==> src/rtl/clint.sv <==
`default_nettype none
// ============================================================================
// Module   : clint
// Brief    : Core-local trap controller; detects ECALL/EBREAK/MRET and external
//            interrupts, then sequences the mepc/mcause/mstatus writes.
// Revision : 1.0 - initial release
// ============================================================================
module clint #(
    parameter logic [31:0] ECALL_CAUSE   = 32'd11,
    parameter logic [31:0] EBREAK_CAUSE  = 32'd3,
    parameter logic [31:0] EXT_INT_CAUSE = 32'h8000_000B
) (
    input  logic        clk,
    input  logic        rst_n,
    input  logic [31:0] inst_i,
    input  logic [31:0] inst_addr_i,
    input  logic        jump_en_i,
    input  logic [31:0] jump_addr_i,
    input  logic        hold_flag_i,
    input  logic [7:0]  int_flag_i,
    input  logic [31:0] csr_mtvec,
    input  logic [31:0] csr_mepc,
    input  logic [31:0] csr_mstatus,
    output logic        hold_flag_o,
    output logic        we_o,
    output logic [31:0] waddr_o,
    output logic [31:0] data_o,
    output logic        int_assert_o,
    output logic [31:0] int_addr_o
);

    localparam logic [31:0] c_INST_ECALL  = 32'h0000_0073;
    localparam logic [31:0] c_INST_EBREAK = 32'h0010_0073;
    localparam logic [31:0] c_INST_MRET   = 32'h3020_0073;
    localparam logic [31:0] c_CSR_MSTATUS = 32'h0000_0300;
    localparam logic [31:0] c_CSR_MEPC    = 32'h0000_0341;
    localparam logic [31:0] c_CSR_MCAUSE  = 32'h0000_0342;

    typedef enum logic [2:0] {
        S_IDLE    = 3'd0,
        S_MEPC    = 3'd1,
        S_MCAUSE  = 3'd2,
        S_MSTATUS = 3'd3,
        S_MRET    = 3'd4
    } state_t;

    state_t      r_state;
    state_t      w_next_state;
    logic [31:0] r_epc;
    logic [31:0] r_cause;
    logic [31:0] w_epc_next;
    logic [31:0] w_cause_next;
    logic        w_capture;
    logic        w_idle;
    logic        w_is_ecall;
    logic        w_is_ebreak;
    logic        w_is_mret;
    logic        w_async;
    logic        w_event;

    // Detection is qualified by rst_n so hold_flag_o is also forced low in reset
    assign w_idle      = (r_state == S_IDLE) && rst_n;
    assign w_is_ecall  = (inst_i == c_INST_ECALL);
    assign w_is_ebreak = (inst_i == c_INST_EBREAK);
    assign w_is_mret   = (inst_i == c_INST_MRET);
    assign w_async     = (int_flag_i != 8'd0) && csr_mstatus[3] && !hold_flag_i;
    assign w_event     = w_idle && (w_is_ecall || w_is_ebreak || w_is_mret || w_async);

    always_ff @(posedge clk or negedge rst_n) begin
        if (!rst_n) begin
            r_state <= S_IDLE;
            r_epc   <= 32'd0;
            r_cause <= 32'd0;
        end else begin
            r_state <= w_next_state;
            if (w_capture) begin
                r_epc   <= w_epc_next;
                r_cause <= w_cause_next;
            end
        end
    end

    always_comb begin
        w_next_state = r_state;
        w_capture    = 1'b0;
        w_epc_next   = inst_addr_i;
        w_cause_next = ECALL_CAUSE;
        case (r_state)
            S_IDLE: begin
                if (w_is_ecall || w_is_ebreak) begin
                    w_next_state = S_MEPC;
                    w_capture    = 1'b1;
                    w_cause_next = w_is_ecall ? ECALL_CAUSE : EBREAK_CAUSE;
                end else if (w_is_mret) begin
                    w_next_state = S_MRET;
                end else if (w_async) begin
                    // A redirecting instruction has retired; resume at its target
                    w_next_state = S_MEPC;
                    w_capture    = 1'b1;
                    w_epc_next   = jump_en_i ? jump_addr_i : inst_addr_i;
                    w_cause_next = EXT_INT_CAUSE;
                end
            end
            S_MEPC:    w_next_state = S_MCAUSE;
            S_MCAUSE:  w_next_state = S_MSTATUS;
            S_MSTATUS: w_next_state = S_IDLE;
            S_MRET:    w_next_state = S_IDLE;
            default:   w_next_state = S_IDLE;
        endcase
    end

    always_comb begin
        hold_flag_o  = w_event;
        we_o         = 1'b0;
        waddr_o      = 32'd0;
        data_o       = 32'd0;
        int_assert_o = 1'b0;
        int_addr_o   = 32'd0;
        case (r_state)
            S_MEPC: begin
                hold_flag_o = 1'b1;
                we_o        = 1'b1;
                waddr_o     = c_CSR_MEPC;
                data_o      = r_epc;
            end
            S_MCAUSE: begin
                hold_flag_o = 1'b1;
                we_o        = 1'b1;
                waddr_o     = c_CSR_MCAUSE;
                data_o      = r_cause;
            end
            S_MSTATUS: begin
                hold_flag_o  = 1'b1;
                we_o         = 1'b1;
                waddr_o      = c_CSR_MSTATUS;
                data_o       = {csr_mstatus[31:8], csr_mstatus[3], csr_mstatus[6:4],
                                1'b0, csr_mstatus[2:0]};
                int_assert_o = 1'b1;
                int_addr_o   = csr_mtvec;
            end
            S_MRET: begin
                hold_flag_o  = 1'b1;
                we_o         = 1'b1;
                waddr_o      = c_CSR_MSTATUS;
                data_o       = {csr_mstatus[31:8], 1'b1, csr_mstatus[6:4],
                                csr_mstatus[7], csr_mstatus[2:0]};
                int_assert_o = 1'b1;
                int_addr_o   = csr_mepc;
            end
            default: ;
        endcase
    end

endmodule
`default_nettype wire

==> config.mk <==
export PLATFORM = sky130hd
export DESIGN_NAME = clint
export DESIGN_NICKNAME = d
export VERILOG_FILES = /design/src/rtl/clint.sv
export SDC_FILE = /design/constraint.sdc
export NUM_CORES = 1
export LEC_CHECK = 0
export ABC_AREA = 1
export BUFFER_PORTS_ARGS = -buffer_cell sky130_fd_sc_hd__buf_2
export CAP_MARGIN = 20
export CORE_AREA = 2 2 117 119
export DETAILED_ROUTE_END_ITERATION = 8
export DIE_AREA = 0 0 119 121
export PLACE_DENSITY = 0.73
export SLEW_MARGIN = 10
export SYNTH_ARGS = -nofsm -noshare
export SYNTH_HDL_FRONTEND = slang
export SYNTH_SLANG_ARGS = --single-unit
==> constraint.sdc <==
create_clock -name clk -period 1.8 [get_ports clk]
set_input_delay 0.27 -clock clk [delete_from_list [all_inputs] [get_ports clk]]
set_output_delay 0.27 -clock clk [all_outputs]
set_load 0.005 [all_outputs]
; Yosys cells after proc, flatten, opt, wreduce, memory -nomap -nowiden
; Index checks and enable logic that the tools add are counted.
[word_totals]
ff_bits = 67
inputBits = 204
out_inout_bits = 99
elab_cells = 47
[op_classes]
n_eq_ne = 8
muxes = 24
reduce_logical = 12
[ops]
columns = operator, count
row1 = $mux 32, 9
row2 = $pmux 32 s4, 1
row3 = $pmux 32 s2, 1
row4 = $eq 32x21->1 const B, 1
row5 = $eq 32x30->1 const B, 1
row6 = $eq 32x7->1 const B, 1
row7 = $pmux 10 s3, 1
row8 = $mux 3, 3
row9 = $pmux 3 s3, 1
row10 = $reduce_bool 8->1, 1
row11 = $mux 1, 7
row12 = $eq 3x2->1 const B, 2
row13 = $logic_and 1x1->1, 4
row14 = $mux 4, 1
row15 = $ne 4x3->1 const B, 1
row16 = $reduce_or 4->1, 1
row17 = $eq 3x1->1 const B, 1
row18 = $eq 3x3->1 const B, 1
row19 = $logic_not 3->1, 1
row20 = $logic_or 1x1->1, 3
row21 = $reduce_or 2->1, 1
row22 = $logic_not 1->1, 1

; Longest topological paths before layout
; Gate-level depths: netlist (run 1).
[logic_depth]
word_depth = 7
depth_mapped = 13
depth_no_buf = 12

; Worst setup path before layout (run 1)
; No wires, ideal clock.
[synth_path]
path_type = reg-to-output
from = reg r_state[2]
to = out waddr_o[9]
arrival_time_ps = 1393
required_time_ps = 1530
path_slack_ps = 137
stages_incl_launch_ff = 7
n_path_buf = 2
cell_sequence = dfrtp_1 buf_2 nor3_1 or2_2 nor2_1 inv_1 buf_4
[synth_between]
elab_chain_len = 3
elab_cells_between_ends = 6
cone_classes = 4 x eq/ne / 1 x mux / 1 x reduce/logical
[synth_lines]
columns = item, line
row1 = start: declaration, 47  ; state_t r_state;
row2 = start signal: assignment, 75  ; r_state <= w_next_state;
row3 = $eq 3x3->1 or $eq 3x2->1 (tied branches), 119  ; case (r_state)
row4 = $reduce_or 2->1 (no line), n/a
row5 = $pmux 10 s3 (*), 119
row6 = end: declaration, 26  ; output logic [31:0] waddr_o,
; Mark *: on every way between the ends. The rest lies on a longest branch, timed or not.

; Worst setup path after layout (run 1)
[layout_path]
from = reg r_state[0]
to = out data_o[31]
[layout_between]
elab_chain_len = 2
elab_cells_between_ends = 5
cone_classes = 4 x eq/ne / 1 x mux
[layout_lines]
columns = item, line
row1 = $eq 3x3->1 (tied with other cells), 119
row2 = $pmux 32 s4 (*), 119
row3 = end: declaration, 27  ; output logic [31:0] data_o,
; Marked as above.

==> reports/results.ini, run 1 <==
[sta]
fmax_mhz=505
clock_skew_ps=3.87
fin_ws_ps=-180
drv_slew=0
relSlewSlack_pct=65.7
rsz0062_at_grt=yes
final.setup.tns_ps=-4790
setup_viol=68
hold_viol=0
min_period_ps=1980
fin_crit_sh_pct=110
tightest_slew_ps=514

[worst_hold_path]
hp-class=in2async

[clock_network]
cts_tree=done
clock_path_buffers=2
clkTransAtPathRegs_ps=60
cts.sinks=38
cts_made_buffers=5
htreeDepth=2
hold_buffers=0
clk_latency_ps=280
clock-root-buffer=clkbuf_16

[synthesis]
ys_top_cells_by_count=136 x nand2_1, 84 x inv_1, 42 x nand3_1
synth_top_flop_cell=dfrtp_1
synthTopCellsByArea=dfrtp_1 26%, nand2_1 14%, a32o_1 8.6%, inv_1 8.5%, nand3_2 8.4%
synth.top_cell.area_share_pct=25.6
avgSynthCellArea_um2=7.00
synth_edf_count=0
yosys.area.top_type=dfrtp_1
synth_seq_cells=38
synth_cells=531
synth_cell_types=30
yosysMostFrequentCell=nand2_1
ys_warn_count=0
ys_seq_area_share_pct=25.6
netlist_area_um2=3710
synthArstFlopShare_pct=100

[pwr]
power_leakage_uw=0.00336
power_uw=6710
p_per_area_nw_per_um2=1160
irDropWorstVdd_mv=0.485

[global_routing]
grt_pass1_wl_um=21900
grt-ovfl-total=0
antenna_found_initial=1
grt_pass1_vias=4280
grtUsageTotal_pct=19.3
grt_start_max_net_pins=39

[routing]
vias=4550
ant_nets=0
first_pass_iters=4
drcViolationCount=0
drt_wl_total_um=14700
post_drt_wl_per_cell_um=14.8
drtIter0Drc=161
avgViaCountPerCell=4.60

[outcome]
outcome=complete, but fails checks
violations=setup timing

[floorplan]
dieArea_um2=14400
rows=42
die_h_um=121
start_util_pct=28.4
die_x_um=119
pin_count=303
coreArea_um2=13100

[placed_design]
dp.cells=968
numPortBuffers=275
hpwl_um=11200
dp_slack_ps=-94.6
gp_congestion=0.828

[cells_and_area]
fin_cells=990
syn2layout_area_growth_pct=55.5
multi_input_area_um2=2200
nets=1016
drive_gt1_share_pct=47.7
regArea_um2=955
n_fill_cell=1345

[critical_path]
end_kind=output pin
cp_data_required_time_ps=1530
worstSetupPathType=reg2out
crit_path_start_kind=flip-flop
cp_max_fo=7
cp.arrival_ps=1710

[run]
maxCapViolCount=0

stage by stage:
stage	cell area, um2	utilization, %	hold slack, ps
3_5_place_dp	5220	39.9	468
6_report	5780	44.2	133
5_1_grt	5780	44.2	194
3_3_place_gp	5220	39.9	454
4_1_cts	5620	43.0	179
2_1_floorplan	3810	-	-25.6
flip-flops by register name, summed over array words and instances (netlist names):
name     count
r_epc       32
r_state      3
r_cause      3
power breakdown:
part	internal, uW	switching, uW
combinational	1970	2080
sequential	1230	280
clock	797	360
total	3990	2720
cell families (layout without fill, tap and decap cells):
kind of cell | Yosys count | count (layout) | synth area share [%]
buffers and inverters | 147 | 403 | 20.0
other | 1 | 28 | 0.101
AOI/OAI and AO/OA | 70 | 70 | 16.7
and+or+nand+nor | 275 | 275 | 37.5
DFF | 38 | 38 | 25.6
layout by cell type (no fill, tap or decap), types with 2 or more instances in the layout:
cell type and n:
inv_1 80, nand2_8 2, nand2_2 5, nor3_4 3
bufinv_16 2, buf_16 2, dfrtp_1 35, nor2_1 40
a21oi_1 5, nor2_2 2, conb_1 27, a22o_1 27
dfrtp_2 3, clkbuf_16 8, a32o_2 6, nand3_1 41
buf_12 9, inv_4 3, buf_2 273, buf_6 7
a22oi_2 2, nor2_4 6, nand2_1 132, buf_8 2
inv_2 5, o211ai_1 2, buf_4 9, nand4_1 3
o21ai_0 2, nand2_4 2, nor3_1 3, a32o_1 26
nand3_2 32
worst paths after layout:
kind / start / end / slack, ps / cells after the start
max: r_state[0]$_DFFE_PN0P_ / data_o[31] / -180 / 9
min: rst_n / r_epc[23]$_DFFE_PN0P_ / 130 / 2
max reg2reg: r_state[2]$_DFFE_PN0P_ / r_epc[20]$_DFFE_PN0P_ / 150 / 8
min reg2reg: r_cause[1]$_DFFE_PN0P_ / r_cause[1]$_DFFE_PN0P_ / 470 / 1
max in group asynchronous: rst_n / r_state[2]$_DFFE_PN0P_ / 1290 / 2
min in group clk: inst_addr_i[23] / r_epc[23]$_DFFE_PN0P_ / 280 / 5
critical path, cell delays in order, from the launching register on:
cell and delay [ps]:
dfrtp_2 440, inv_4 60, nor3_4 210, buf_6 130
inv_4 40, nand2_8 80, buf_12 140, nand2_2 50
o211ai_1 120, buf_2 160
final cells by class:
type                            instances  share of cell area, %
Sequential cell                        38                   16.5
Inverter                               89                   6.04
Multi-Input combinational cell        372                   38.0
Antenna cell                            1                 0.0433
Timing Repair Buffer                  306                   32.2
Clock inverter                          3                   1.19
Clock buffer                            5                   2.17
Tap cell                              176                   3.81
repair_timing:
item | in CTS | in global routing
buffers inserted | 6 | 1
endpoints found under the setup margin | 70 | 74
pin swaps | 4 | 15
gates resized for setup | 31 | 24
gates cloned | 4 | 3
routing by layer:
layer	up-vias	share of wire (%)	global-route usage (%)
li1	2238	-	-
met1	2122	39	21.3
met2	175	53	37.8
met3	15	5.2	2.58
met4	0	2.8	5.88
met5	-	0	0
(Power assumes the default switching activity.)
==> run 2, diff against run 1 <==
--- a/config.mk
+++ b/config.mk
@@ -6,12 +6,12 @@
 export NUM_CORES = 1
 export LEC_CHECK = 0
 export ABC_AREA = 1
-export BUFFER_PORTS_ARGS = -buffer_cell sky130_fd_sc_hd__buf_2
 export CAP_MARGIN = 20
 export CORE_AREA = 2 2 117 119
 export DETAILED_ROUTE_END_ITERATION = 8
 export DIE_AREA = 0 0 119 121
-export PLACE_DENSITY = 0.73
+export DONT_BUFFER_PORTS = 1
+export PLACE_DENSITY = 0.53
 export SLEW_MARGIN = 10
 export SYNTH_ARGS = -nofsm -noshare
 export SYNTH_HDL_FRONTEND = slang
==> reports/results.ini, run 2 (synthesis gave the netlist of run 1 again) <==
[cells_and_area]
final_cell_mix=132 x nand2_1, 80 x inv_1, 41 x nand3_1
final_common_cell=nand2_1
nets=739  ; -27%
utilization_pct=32.7  ; -11 points
largest-register=r_epc
largest_register_ffs=32  ; unchanged
reg_top3=r_epc: 32 flops, r_cause: 3 flops, r_state: 3 flops
diodes=0  ; -1
syn2layout_area_growth_pct=15.1
drive_gt1_share_pct=21.9  ; -26 points

[clock_network]
cts_tree=done
htreeDepth=2  ; unchanged
cts.sinks=38  ; unchanged
clock_path_buffers=2  ; unchanged
cts_made_buffers=5  ; unchanged
clock-root-buffer=clkbuf_16
clkTransAtPathRegs_ps=60  ; about the same
clk_latency_ps=280  ; about the same

[routing]
post_drt_wl_per_cell_um=18.2  ; +23%
drcViolationCount=0  ; unchanged
first_pass_iters=4  ; unchanged
drtIter0Drc=130  ; -19%
avgViaCountPerCell=5.04  ; +9.6%
ant_nets=0  ; unchanged
vias=3582  ; -21%
drt_wl_total_um=12900  ; -12%

[sta]
min_period_ps=1800  ; -175 ps
setup_viol=1  ; -99%
fmax_mhz=554  ; +9.7%
fin_crit_sh_pct=100  ; -9.7 points
drv_slew=0  ; unchanged
hold_viol=0  ; unchanged
clock_skew_ps=4.34  ; +0.471 ps
rsz0062_at_grt=yes
fin_ws_ps=-4.97  ; +175 ps

[global_routing]
grt-ovfl-total=0  ; unchanged
grt_start_max_net_pins=39  ; unchanged
antenna_found_initial=0  ; -1
grt_pass1_vias=3428  ; -20%
grtUsageTotal_pct=15.7  ; -3.5 points
grt_pass1_wl_um=17600  ; -20%

[pwr]
power_leakage_uw=0.00221  ; -34%
power_uw=5550  ; -17%
p_per_area_nw_per_um2=1300  ; +12%
irDropWorstVdd_mv=0.460  ; -5.2%

[floorplan]
rows=42  ; unchanged
dieArea_um2=14400  ; unchanged
pin_count=303  ; unchanged
die_x_um=119  ; unchanged
start_util_pct=28.4  ; unchanged
die_h_um=121  ; unchanged
coreArea_um2=13100  ; unchanged

[run]
maxCapViolCount=0  ; unchanged

[critical_path]
crit_path_start_kind=flip-flop
end_kind=output pin
cp_data_required_time_ps=1530  ; about the same
worstSetupPathType=reg2out
slowest_stage=dfrtp_2
cp_max_fo=10  ; +3
max_stage_delay_ps=420  ; -20 ps
cp.arrival_ps=1530  ; -180 ps
path_cells=inv_4 > nor3_4 > buf_12 > nand2_2 > o211ai_1 > buf_4

[placed_design]
dp_slack_ps=76.8  ; +171 ps
numPortBuffers=0  ; -100%
gp_congestion=0.775  ; -6.4%
hpwl_um=9850  ; -12%

[worst_hold_path]
hp-class=in2reg

[outcome]
violations=setup timing
outcome=complete, but fails checks

## run 2: cell types whose count changed in the layout (fill, tap and decap cells not counted), moves of 2 or more
cell	change
buf_4	+4
a22oi_2	-2
bufinv_16	-2
clkinv_2	+2
buf_8	-2
a32o_1	-10
buf_6	-5
a22oi_1	+2
clkbuf_16	+2
a32o_2	+10
buf_2	-273
buf_16	-2
## run 2: layout make-up
| cell class | instances | area, um2 |
|---|---|---|
| clock inverters | 2 | 10.0 |
| clock buffers | 5 | 125 |
| fillers | 1388 | 8810 |
| multi-input cells | 372 | 2200 |
| inverters | 89 | 347 |
| repair buffers | 29 | 415 |
| well taps | 176 | 220 |
| flip-flops and latches | 38 | 955 |
## run 2: per-stage QoR
stage               std cells  hold slack, ps  TNS (ps)  instance area [um2]
floorplan                 557           -25.6         0                 3810
global placement          691           -24.5         0                 3800
detailed placement        691           -24.2         0                 3800
CTS                       700             194     -45.8                 4020
global route              711             213     -1150                 4270
finish                    711             201     -4.97                 4270
## run 2: critical path: cells and delay by family, from the launching register on
family | cells | cell delay (ps)
compound gates | 1 | 110
buf+inv | 3 | 410
simple gates | 2 | 320
flops | 1 | 420
## run 2: worst paths after layout
| path | slack (ps) | cells past startpoint | startpoint | end |
|---|---|---|---|---|
| max in group asynchronous | 1110 | 2 | rst_n | r_state[1]$_DFFE_PN0P_ |
| hold reg to reg | 460 | 1 | r_cause[1]$_DFFE_PN0P_ | r_cause[1]$_DFFE_PN0P_ |
| setup / recovery | -5 | 6 | r_state[0]$_DFFE_PN0P_ | data_o[3] |
| setup reg to reg | 130 | 7 | r_state[0]$_DFFE_PN0P_ | r_epc[4]$_DFFE_PN0P_ |
| min in group asynchronous | 480 | 2 | rst_n | r_epc[18]$_DFFE_PN0P_ |
| hold / removal | 200 | 4 | inst_addr_i[19] | r_epc[19]$_DFFE_PN0P_ |
## run 2: per-layer routing
metal / vias up / track usage (%) / routed length (um) / share of wire, %
li1: 1688 / - / - / -
met3: 22 / 2.16 / 713 / 5.5
met4: 0 / 7.14 / 459 / 3.6
met2: 178 / 29.6 / 6920 / 54
met5: - / 0 / 0 / 0
met1: 1694 / 17.5 / 4830 / 37
## run 2: power breakdown
| group | total, uW | leakage, uW | switching (uW) | internal, uW |
|---|---|---|---|---|
| sequential | 1510 | 0.000463 | 276 | 1230 |
| clock | 825 | 0.0000694 | 325 | 500 |
| combinational | 3220 | 0.00168 | 1820 | 1400 |
## run 2: timing repair
item / 4_1_cts / 5_1_grt
setup endpoints to repair: 68 / 63
resized for setup: 17 / 34
endpoints found under the hold margin: 38 / 0
setup buffers: 0 / 6
cloned: 0 / 5
hold buffers: 2 / 0
pin swaps: 1 / 11
